## src/rtl/monitor_bateria_pkg.sv

```systemverilog
// Shared types and helpers for the battery monitor: level and warning FSM encodings.
package monitor_bateria_pkg;

  typedef enum logic [1:0] {
    CRITICO   = 2'd0,
    REGULAR   = 2'd1,
    ACEPTABLE = 2'd2,
    OPTIMO    = 2'd3
  } nivel_t;

  typedef enum logic {
    NORMAL      = 1'b0,
    ADVERTENCIA = 1'b1
  } estado_adv_t;

  // Bit order {optimo, aceptable, regular, critico}
  function automatic logic [3:0] nivel_a_onehot(nivel_t n);
    return 4'b0001 << n;
  endfunction

endpackage

```

## src/rtl/filtro_advertencia.sv

```systemverilog
// One channel's debounced, hysteretic low-charge warning FSM.
module filtro_advertencia
  import monitor_bateria_pkg::*;
#(
  parameter int CICLOS_FILTRO = 4
) (
  input  logic clk,
  input  logic rst_n,
  input  logic vld_p1,
  input  logic bajo_p1,
  input  logic alto_p1,
  output logic advertencia
);

  localparam int CW = $clog2(CICLOS_FILTRO + 1);

  estado_adv_t   estado;
  logic [CW-1:0] cnt;
  logic [CW-1:0] cnt_sig;
  logic          califica;
  logic          completo;

  function automatic logic [CW-1:0] inc_sat(logic [CW-1:0] c);
    return (c == CW'(CICLOS_FILTRO)) ? c : c + CW'(1);
  endfunction

  always_comb begin
    califica = (estado == NORMAL) ? bajo_p1 : alto_p1;
    cnt_sig  = inc_sat(cnt);
    completo = (cnt_sig == CW'(CICLOS_FILTRO));
  end

  // Stage 2: band readings fail both conditions, so they clear the count in either state
  always_ff @(posedge clk or negedge rst_n) begin
    if (!rst_n) begin
      estado      <= NORMAL;
      cnt         <= '0;
      advertencia <= 1'b0;
    end else if (vld_p1) begin
      if (!califica) begin
        cnt <= '0;
      end else if (completo) begin
        cnt         <= '0;
        estado      <= (estado == NORMAL) ? ADVERTENCIA : NORMAL;
        advertencia <= (estado == NORMAL);
      end else begin
        cnt <= cnt_sig;
      end
    end
  end

endmodule

```

## src/rtl/monitorizacion_baterias_n.sv

```systemverilog
// Registered battery monitor: per-channel warnings plus filtered four-level sum classification.
// Optional critical alarm enabled by defining ALARMA_CRITICA_EN.
module monitorizacion_baterias_n
  import monitor_bateria_pkg::*;
#(
  parameter int NUM_BAT          = 2,
  parameter int ANCHO_CARGA      = 4,
  parameter int UMBRAL_BAJO      = 3,
  parameter int HISTERESIS       = 2,
  parameter int CICLOS_FILTRO    = 4,
  parameter int UMBRAL_OPTIMO    = 24,
  parameter int UMBRAL_ACEPTABLE = 16,
  parameter int UMBRAL_REGULAR   = 8
) (
  input  logic                                         clk,
  input  logic                                         rst_n,
  input  logic                                         muestra_valida,
  input  logic [NUM_BAT*ANCHO_CARGA-1:0]               carga,
  output logic [NUM_BAT-1:0]                           advertencia_bateria,
  output logic                                         optimo,
  output logic                                         aceptable,
  output logic                                         regular,
  output logic                                         critico,
  output logic [ANCHO_CARGA+$clog2(NUM_BAT+1)-1:0]     carga_total,
`ifdef ALARMA_CRITICA_EN
  input  logic                                         borrar_alarma,
  output logic                                         alarma_critica,
`endif
  output logic                                         cambio_nivel
);

  localparam int W_SUMA = ANCHO_CARGA + $clog2(NUM_BAT + 1);
  localparam int CW     = $clog2(CICLOS_FILTRO + 1);

  logic [W_SUMA-1:0]      suma;
  logic [ANCHO_CARGA-1:0] lectura;
  logic [NUM_BAT-1:0]     bajo_c;
  logic [NUM_BAT-1:0]     alto_c;

  logic                   vld_p1;
  logic [NUM_BAT-1:0]     bajo_p1;
  logic [NUM_BAT-1:0]     alto_p1;
  nivel_t                 cand_p1;

  nivel_t                 nivel;
  nivel_t                 ultimo;
  logic [CW-1:0]          cnt_nivel;
  logic [CW-1:0]          cnt_nuevo;
  logic [3:0]             nivel_oh;
  logic                   salta;

  function automatic nivel_t clasificar(logic [W_SUMA-1:0] s);
    if (int'(s) >= UMBRAL_OPTIMO)         return OPTIMO;
    else if (int'(s) >= UMBRAL_ACEPTABLE) return ACEPTABLE;
    else if (int'(s) >= UMBRAL_REGULAR)   return REGULAR;
    else                                  return CRITICO;
  endfunction

  function automatic logic [CW-1:0] inc_sat(logic [CW-1:0] c);
    return (c == CW'(CICLOS_FILTRO)) ? c : c + CW'(1);
  endfunction

  always_comb begin
    suma    = '0;
    lectura = '0;
    bajo_c  = '0;
    alto_c  = '0;
    for (int i = 0; i < NUM_BAT; i++) begin
      lectura   = carga[i*ANCHO_CARGA +: ANCHO_CARGA];
      suma      = suma + W_SUMA'(lectura);
      bajo_c[i] = int'(lectura) < UMBRAL_BAJO;
      alto_c[i] = int'(lectura) >= UMBRAL_BAJO + HISTERESIS;
    end
  end

  // Stage 1: capture sum, compare flags and candidate level
  always_ff @(posedge clk or negedge rst_n) begin
    if (!rst_n) begin
      vld_p1      <= 1'b0;
      carga_total <= '0;
      bajo_p1     <= '0;
      alto_p1     <= '0;
      cand_p1     <= CRITICO;
    end else begin
      vld_p1 <= muestra_valida;
      if (muestra_valida) begin
        carga_total <= suma;
        bajo_p1     <= bajo_c;
        alto_p1     <= alto_c;
        cand_p1     <= clasificar(suma);
      end
    end
  end

  for (genvar g = 0; g < NUM_BAT; g++) begin : g_canal
    filtro_advertencia #(
      .CICLOS_FILTRO(CICLOS_FILTRO)
    ) u_filtro (
      .clk        (clk),
      .rst_n      (rst_n),
      .vld_p1     (vld_p1),
      .bajo_p1    (bajo_p1[g]),
      .alto_p1    (alto_p1[g]),
      .advertencia(advertencia_bateria[g])
    );
  end

  always_comb begin
    cnt_nuevo = (cand_p1 != ultimo) ? CW'(1) : inc_sat(cnt_nivel);
    salta     = vld_p1 && (cand_p1 != nivel) && (cnt_nuevo == CW'(CICLOS_FILTRO));
  end

  // Stage 2: level persistence filter; a jump may skip intermediate levels
  always_ff @(posedge clk or negedge rst_n) begin
    if (!rst_n) begin
      nivel        <= CRITICO;
      ultimo       <= CRITICO;
      cnt_nivel    <= '0;
      nivel_oh     <= 4'b0001;
      cambio_nivel <= 1'b0;
    end else begin
      cambio_nivel <= 1'b0;
      if (vld_p1) begin
        ultimo <= cand_p1;
        if (cand_p1 == nivel) begin
          cnt_nivel <= '0;
        end else if (salta) begin
          nivel        <= cand_p1;
          cnt_nivel    <= '0;
          nivel_oh     <= nivel_a_onehot(cand_p1);
          cambio_nivel <= 1'b1;
        end else begin
          cnt_nivel <= cnt_nuevo;
        end
      end
    end
  end

  assign {optimo, aceptable, regular, critico} = nivel_oh;

`ifdef ALARMA_CRITICA_EN
  // A fresh critical entry outranks a simultaneous clear request
  always_ff @(posedge clk or negedge rst_n) begin
    if (!rst_n) begin
      alarma_critica <= 1'b0;
    end else if (salta && (cand_p1 == CRITICO)) begin
      alarma_critica <= 1'b1;
    end else if (borrar_alarma) begin
      alarma_critica <= 1'b0;
    end
  end
`endif

endmodule

```

## config.mk

```make
export PLATFORM = sky130hd
export DESIGN_NAME = monitorizacion_baterias_n
export DESIGN_NICKNAME = d
export VERILOG_FILES = /design/src/rtl/monitor_bateria_pkg.sv /design/src/rtl/filtro_advertencia.sv /design/src/rtl/monitorizacion_baterias_n.sv
export SDC_FILE = /design/constraint.sdc
export NUM_CORES = 1
export LEC_CHECK = 0
export BUFFER_PORTS_ARGS = -buffer_cell sky130_fd_sc_hd__buf_2
export CAP_MARGIN = 10
export CORE_UTILIZATION = 56
export CTS_CLUSTER_DIAMETER = 150
export CTS_CLUSTER_SIZE = 10
export DETAILED_ROUTE_END_ITERATION = 7
export GPL_ROUTABILITY_DRIVEN = 0
export PLACE_DENSITY_LB_ADDON = 0.05
export SLEW_MARGIN = 10
export SYNTH_ARGS = -nofsm -noshare
export SYNTH_HDL_FRONTEND = slang
export SYNTH_SLANG_ARGS = --single-unit
```

## constraint.sdc

```tcl
create_clock -name clk -period 2.63 [get_ports clk]
set_input_delay 0.3945 -clock clk [delete_from_list [all_inputs] [get_ports clk]]
set_output_delay 0.3945 -clock clk [all_outputs]
set_load 0.02 [all_outputs]
```

## Word level (Yosys, flattened, before mapping)

Index checks and enable logic that the tools add are counted.

| operators by class | value |
|---|---|
| bitwise operators | 3 |
| magnitude comparators | 7 |
| eq/ne operators | 9 |
| divide/modulo/power cells | 0 |
| reduce and logical (&&, ||, !) cells | 5 |
| shifts and indexed selects | 1 |
| muxes and demuxes | 20 |
| $add $sub $neg | 4 |
| $mul | 0 |

Operators with widths:

| cell | number |
|---|---|
| $mux 3 | 10 |
| $eq 3x3->1 const B | 6 |
| $ge 5x5->1 const B | 2 |
| $add 3x1->3 const B | 3 |
| $reduce_and 3->1 | 3 |
| $ge 4x3->1 const B | 2 |
| $lt 4x2->1 const B | 2 |
| $mux 1 | 8 |
| $add 4x4->5 | 1 |
| $ge 5x4->1 const B | 1 |
| $mux 2 | 2 |
| $ne 2x2->1 | 2 |
| $shl 1x2->4 const A | 1 |
| $not 1->1 | 3 |
| $eq 2x2->1 | 1 |
| $logic_and 1x1->1 | 2 |

| word-level totals | value |
|---|---|
| logic and storage cells | 65 |
| bits in registers | 35 |
| memory bits (read-only) | 0 |
| memories | 0 |
| bits in latches | 0 |
| RAM bits | 0 |

## Logic depth before layout (Yosys ltp)

Gate-level depths: netlist (run 1).

| logic depth | value |
|---|---|
| depth in word-level cells | 8 |
| mapped depth | 6 |
| depth with buffers taken out | 6 |

## Cells and area by module

Synthesis (run 1) repeated with hierarchy kept, for this count alone.

| unflattened totals | value |
|---|---|
| cell total of the unflattened synthesis | 163 |
| area, all modules | 1725.4 µm² |

Modules (own cells, without submodules):

| module | cells an instance | area each (µm²) | instances | sequential area each (µm²) |
|---|---|---|---|---|
| monitorizacion_baterias_n | 109 | 1224.9 | 1 | 576.8 |
| filtro_advertencia | 27 | 250.2 | 2 | 100.1 |

## Worst setup path after synthesis (run 1)

No wires, ideal clock.

| timing path | value |
|---|---|
| kind | flip-flop to flip-flop |
| start point | register cnt_nivel[0] |
| end point | register nivel_oh[1] |
| cell stages (with the launch flop) | 7 |
| clock period less this slack | 1.912 ns |
| slack | 0.718 ns |
| arrival time | 1.787 ns |
| cells stage by stage | dfrtp_1 > inv_1 > ha_1 > or3b_1 > a311oi_2 > nand3b_2 > mux2_2 |

| on the way | value |
|---|---|
| longest elaborated chain between the ends | 6 |
| elaborated cells between the ends (all ways) | 7 |

Ends and longest elaborated chain:

| element | RTL line | text |
|---|---|---|
| start: declaration | monitorizacion_baterias_n.sv:47 | `logic [CW-1:0] cnt_nivel;` |
| start signal: assignment | monitorizacion_baterias_n.sv:133 | `cnt_nivel <= cnt_nuevo;` |
| $add 3x1->3 or $eq 3x3->1 (tied branches) | monitorizacion_baterias_n.sv:60 | `return (c == CW'(CICLOS_FILTRO)) ? c : c + CW'(1);` |
| $mux 3 * | monitorizacion_baterias_n.sv:60 |  |
| $mux 3 * | monitorizacion_baterias_n.sv:109 | `cnt_nuevo = (cand_p1 != ultimo) ? CW'(1) : inc_sat(cnt_nivel);` |
| $eq 3x3->1 * | monitorizacion_baterias_n.sv:110 | `salta = vld_p1 && (cand_p1 != nivel) && (cnt_nuevo == CW'(CICLOS_FILTRO));` |
| $logic_and 1x1->1 * | monitorizacion_baterias_n.sv:110 |  |
| $reduce_and 3->1 (no line) * | - |  |
| end signal: assignment | monitorizacion_baterias_n.sv:130 | `nivel_oh <= nivel_a_onehot(cand_p1);` |
| end: declaration | monitorizacion_baterias_n.sv:49 | `logic [3:0] nivel_oh;` |

Every way passes the cells marked *; elsewhere a longest branch is shown, timed or not.
A chain may end at the register's enable or synchronous reset.

## Worst setup path after layout (run 1)

| timing path | value |
|---|---|
| start point | register cnt_nivel[0] |
| end point | register nivel_oh[2] |

Same word-level chain as after synthesis.

==> results.md, run 1 <==
- Outcome: complete, but fails checks
- Failing checks: design-rule violations
- Post-synthesis instance total: 160
- Residual DRC: 3
- Nets@finish: 203
- Reg clk slew, reported paths: 100 ps
- Crit Path Max Fanout: 8
- Count of cell types in the netlist: 38
- Htree depth: 2
- DR vias: 1227
- Setup TNS: 0 ps
- Critical Path, Cell by Cell: inv_1, ha_1, or3b_1, a311oi_2, nand3b_2, mux2_2
- Overall power: 1.216 mW
- Chip height: 57.17 um
- Crit-path max cell delay: 460 ps
- Slowest CP cell: dfrtp_1
- Data arrival, critical path: 2320 ps
- Critical Path Start Type: flip-flop
- Root Buffer: clkbuf_4
- CP bufs+invs: 1
- Slew @ Worst Pin: 671.4 ps
- Tcrit/Tclk final: 0.8012
- Setup CP Type: flip-flop to flip-flop
- Number of diodes: 0
- RSZ-0062 raised after global routing: false
- Slew margin rel.: 0.5524
- Final setup vio count: 0
- WL/cell: 13.82 um
- Seq cells post-synth: 31
- Peak VDD IR: 0.0004649 V
- Vias per cell: 5.761
- Initial antenna violation count: 0
- CTS max path bufs: 2
- Area growth syn-to-layout: 9.471%
- Max-cap violation count: 0
- Num CTS Buffers: 5
- Internal: 819.0 uW
- Number of port buffers: 22
- Family with the most delay on the worst path: simple AND/OR/NAND/NOR gates
- CORE AREA: 2829 sq um
- Max frequency: 474.5 MHz
- Top Ports: 24
- Switching part of the total power: 0.3265
- Multi-input logic area: 834.6 sq um
- Final Slew Violations: 0
- Hpwl dp: 2.179 mm
- Post-synth ARST share: 1.000
- Net Count, Synth: 182
- Fin Clk Skew: 7.495 ps
- Register area: 777.0 sq um
- Initial DRC Count: 63
- Share of power burned in registers: 0.495
- Fin. Hold Viols: 0
- Clk sinks: 31
- Initial Util: 0.6024
- Die width: 57.17 um
- Pleak: 0.9157 nW
- CP Capture Type: flip-flop
- Vias in the first global route: 1281
- Clk pwr share: 0.238
- Hold buffers post-CTS: 0
- CTS tree: yes
- Fraction of final layout cells sized beyond drive strength 1: 0.2473
- Filler cell count: 212
- Netlist Area Pre-Place: 1704 sq um
- Post-CTS Repair Setup Buffers: 0
- Wirelength, routed: 2.944 mm
- Worst-skew pair later-pin latency: 320 ps
- Gate power share: 0.267
- Total grt overflow: 0
- Pin count of the biggest net entering global routing: 32
- Row count: 19
- Post-DRT Antenna Nets: 0
- First-pass iteration count of the detailed router: 6
- Synth Warn #: 0
- EDFF count, synth: 0
- CP Data Required Time: 2840 ps
- GRT Overall Usage: 0.2140
- Pwr dens: 651.9 nW/um^2
- Worst min-delay path category: input pin to async pin
- # resized after CTS: 0
- Top FF cell, synth: dfrtp_1
- Average size of a mapped cell: 10.65 sq um
- Final min period: 2107 ps
- Die ar.: 3268 sq um
- First-pass GRT wire length: 5.306 mm
- Sequential area share after synthesis: 0.4559
- Sw power: 397.1 uW
[cell usage in the layout, fill, tap and decap left out, types with 2 or more instances in the layout]
master	count
a31oi_1	3
a21o_1	2
ha_1	10
mux2i_1	5
a22o_1	3
buf_2	22
xnor2_1	5
nand2b_1	3
nand2_1	6
o21ai_0	7
nor2b_1	3
a21oi_1	7
nor2_1	14
inv_1	12
xor2_1	3
mux2_2	12
nand3_1	3
clkbuf_4	5
a211oi_1	2
dfrtp_1	30
nand3b_1	6
[cell type report]
| type | count | share of cell area |
|---|---|---|
| clock buffers | 7 | 0.02951 |
| clock inverters | 1 | 0.002683 |
| inverters | 12 | 0.02414 |
| multi-input cells | 109 | 0.4474 |
| flip-flops and latches | 31 | 0.4165 |
| well taps | 31 | 0.02079 |
| repair buffers | 22 | 0.05902 |
[flip-flops by register name (all words and copies together), names as in the netlist, 2 cells and up]
| name | cells |
|---|---|
| alto_p1 | 2 |
| bajo_p1 | 2 |
| carga_total | 5 |
| cnt_nivel | 3 |
| g_canal.u_filtro.cnt | 6 |
| g_canal.u_filtro.estado | 2 |
| nivel | 2 |
| nivel_oh | 4 |
| ultimo | 2 |
[synthesized netlist by cell type (all sizes together) (2+ instances only)]
library cell / n / share of area
xor2: 3 / 0.015
a22o: 3 / 0.015
inv: 12 / 0.026
nand2: 6 / 0.013
nor2b: 3 / 0.011
a21o: 2 / 0.0088
ha: 10 / 0.073
clkbuf: 2 / 0.0044
nor2: 14 / 0.031
a211oi: 2 / 0.0088
buf: 6 / 0.023
mux2i: 5 / 0.029
nand2b: 3 / 0.011
a31oi: 3 / 0.011
xnor2: 5 / 0.026
nand3: 3 / 0.0088
a21oi: 7 / 0.021
o21ai: 7 / 0.021
nand3b: 7 / 0.033
dfrtp: 30 / 0.44
mux2: 12 / 0.079
[path summary, 6_finish.rpt]
kind,endpoint,cells after the start,from,slack [ps]
max,nivel_oh[2],6,cnt_nivel[0],520
min,carga_total[1],1,rst_n,100
max reg2reg,nivel_oh[2],6,cnt_nivel[0],520
min reg2reg,nivel_oh[2],1,nivel_oh[2],510
max in group asynchronous,g_canal[1].u_filtro.cnt[2],1,rst_n,2100
min in group clk,alto_p1[0],3,carga[3],320
[cell families after synthesis]
kind of cell    after synthesis  share of synthesized area
fa+ha+maj                    11                    0.08517
buf+inv                      20                    0.05433
other cells                   1                   0.002201
xor+xnor                      8                    0.04112
simple gates                 40                     0.1241
compound gates               32                     0.1285
mux                          17                     0.1087
flops                        31                     0.4559
[metrics by stage]
| step | cells | hold slack, ps | utilization | setup slack, ps | cell area [sq um] |
|---|---|---|---|---|---|
| global route | 213 | 148.8 | 0.6594 | 413.5 | 1866 |
| finish | 213 | 101.4 | 0.6594 | 522.7 | 1866 |
| CTS | 213 | 120.1 | 0.6594 | 505.5 | 1866 |
| global placement | 205 | 464.6 | 0.6382 | 621.7 | 1805 |
| floorplan | 160 | 98.91 | - | 718.2 | 1704 |
| detailed placement | 205 | 482.2 | 0.6382 | 529.1 | 1805 |
[metal layers]
layer / part of all wire / up-vias / global-route usage / wire (um)
met1: 0.44 / 598 / 0.2526 / 1302
met3: 0.047 / 6 / 0.05442 / 138
li1: - / 590 / - / -
met5: 0 / - / 0 / 0
met2: 0.50 / 33 / 0.3613 / 1462
met4: 0.014 / 0 / 0.1115 / 40
[power groups by stage]
stage,clock (mW),sequential (mW),combinational (mW)
final,0.289,0.602,0.324
after global routing,0.311,0.613,0.364
after CTS,0.296,0.603,0.328
after detailed placement,0,0.612,0.325
after global placement,0,0.606,0.310
after floorplan,0,0.610,0.242
(Power assumes the default switching activity.)
==> inputs of run 2 (changes only) <==
==> constraint.sdc (replaced) <==
create_clock -name clk -period 1.95 [get_ports clk]
set_input_delay 0.2925 -clock clk [delete_from_list [all_inputs] [get_ports clk]]
set_output_delay 0.2925 -clock clk [all_outputs]
set_load 0.02 [all_outputs]
==> run 2 against run 1 <==
  * The run ends with design-rule violations, negative setup slack left
  * Combinational power rose by 64%
  * Cell count rose by 3.8%
  * Die area did not move
  * Sequential share of layout area fell by 2.3 points
  * Clock skew rose by 2.9 ps
  * Power rose by 45%
  * First-iteration DRC count fell by 14%
  * Flip-flop and latch count did not move
  * Global-route usage fell by 1.4 points
  * Non-clock buffer count rose by 8
  * Critical path type unchanged
  * Largest cell class unchanged
  * Largest power group unchanged
  * Highest routed layer unchanged
==> results.md, run 2 (synthesis results as in run 1) <==
- Filler cell count: 226
- Setup CP Type: flip-flop to flip-flop
- CP Data Required Time: 2170 ps
- Commonest non-fill, non-tap cell in the layout: dfrtp_1
- Hpwl dp: 2.125 mm
- Residual DRC: 3
- Critical Path Start Type: flip-flop
- Root Buffer: clkbuf_4
- CORE AREA: 2829 sq um
- Final Util: 0.6988
- Setup TNS: -16.44 ps
- Largest Register: g_canal.u_filtro.cnt
- First-pass GRT wire length: 4.968 mm
- Gate power share: 0.302
- CTS tree: yes
- Top Ports: 24
- Pwr dens: 891.9 nW/um^2
- Share of power burned in registers: 0.453
- First-pass iteration count of the detailed router: 6
- Crit-path max cell delay: 390 ps
- Post-DRT Antenna Nets: 0
- GRT Overall Usage: 0.1998
- Peak VDD IR: 0.0007818 V
- Area growth syn-to-layout: 16.01%
- Reg clk slew, reported paths: 100 ps
- Final Slew Violations: 0
- Die width: 57.17 um
- Number of port buffers: 22
- Vias in the first global route: 1179
- Fraction of final layout cells sized beyond drive strength 1: 0.3000
- WL/cell: 13.21 um
- DR vias: 1254
- Number of diodes: 0
- Clk pwr share: 0.245
- Htree depth: 2
- Clk sinks: 31
- Chip height: 57.17 um
- CP Capture Type: flip-flop
- Largest register FFs: 6
- Fin. Hold Viols: 0
- Slew margin rel.: 0.5607
- Internal: 1.198 mW
- Register area: 777.0 sq um
- CTS max path bufs: 2
- Initial antenna violation count: 0
- RSZ-0062 raised after global routing: true
- Placement Cell Area: 1851 sq um
- Max-cap violation count: 0
- Initial DRC Count: 54
- Switching part of the total power: 0.3203
- Family with the most delay on the worst path: simple AND/OR/NAND/NOR gates
- Initial Util: 0.6024
- Worst setup margin: -16.44 ps
- Row count: 19
- Pin count of the biggest net entering global routing: 32
- Die ar.: 3268 sq um
- Failing checks: design-rule violations, negative setup slack
- Hold slack: 234.2 ps
- Vias per cell: 5.674
- Final setup vio count: 1
- Slew @ Worst Pin: 658.9 ps
- Critical Path, Cell by Cell: inv_1, ha_2, or3b_4, a311oi_4, nand3b_4, mux2_4
- Regs by FF count: g_canal.u_filtro.cnt x6, carga_total x5, nivel_oh x4
- Multi-input logic area: 870.8 sq um
- Crit Path Max Fanout: 5
- Data arrival, critical path: 2190 ps
- Wirelength, routed: 2.919 mm
- Total grt overflow: 0
- Commonest cells after routing, fill and taps aside: 30 x dfrtp_1, 22 x buf_2, 14 x nor2_1
- Sw power: 564.7 uW
- CP bufs+invs: 1
- Nets@finish: 211
- Pleak: 0.9766 nW
- Fin Clk Skew: 10.44 ps
- Num CTS Buffers: 5
- Outcome: complete, but fails checks
- Final min period: 1966 ps
- Design area: 1977 sq um
- Max frequency: 508.5 MHz
- Tcrit/Tclk final: 1.008
- Worst min-delay path category: input pin to flip-flop
- Slowest CP cell: a311oi_4
- Worst-skew pair later-pin latency: 330 ps
run 2: per-stage QoR:
| stage | cells | power [mW] | setup WS, ps |
|---|---|---|---|
| 5_1_grt | 221 | 1.871 | -101.0 |
| 6_report | 221 | 1.763 | -16.44 |
| 3_3_place_gp | 211 | 1.277 | 54.63 |
| 3_5_place_dp | 211 | 1.302 | 11.50 |
| 4_1_cts | 220 | 1.743 | 0.3737 |
| 2_1_floorplan | 160 | 1.149 | 38.22 |
run 2: area by class of cell:
cell class,count,share of cell area
Multi-Input combinational cell,109,0.4405
Sequential cell,31,0.3930
Timing Repair Buffer,30,0.08734
Clock buffer,7,0.03291
Inverter,12,0.02278
Tap cell,31,0.01962
Clock inverter,1,0.003797
run 2: path summary, 6_finish.rpt:
kind | start | end | slack [ps] | depth (start not counted)
worst max-delay path | cnt_nivel[0] | nivel_oh[2] | -20 | 6
worst min-delay path | carga[3] | alto_p1[0] | 230 | 3
worst max register to register | cnt_nivel[0] | nivel_oh[2] | -20 | 6
worst min register to register | carga_total[4] | carga_total[4] | 510 | 2
max in group asynchronous | rst_n | nivel[0] | 990 | 2
min in group asynchronous | rst_n | ultimo[0] | 530 | 2
run 2: timing repair:
action,CTS,global route
resized for setup,0,7
hold buffers,1,0
setup buffers,0,1
setup endpoints to repair,0,5
hold endpoints to repair,17,0
run 2: power groups by stage:
stage | combinational [mW] | sequential, mW | clock [mW]
3_5_place_dp | 0.492 | 0.810 | 0
2_1_floorplan | 0.326 | 0.823 | 0
3_3_place_gp | 0.473 | 0.804 | 0
5_1_grt | 0.592 | 0.812 | 0.468
6_report | 0.532 | 0.799 | 0.432
4_1_cts | 0.495 | 0.798 | 0.449
run 2: tightest hold or removal path: cells and delay by family:
kind | cells | cell delay, ps
buffers and inverters | 2 | 170
AOI/OAI and AO/OA | 1 | 60
run 2: routing by layer:
metal	global-route usage	vias up	wire, um
li1	-	609	-
met1	0.2459	612	1390
met2	0.3328	29	1363
met3	0.05442	4	113
met4	0.08362	0	51
met5	0	-	0
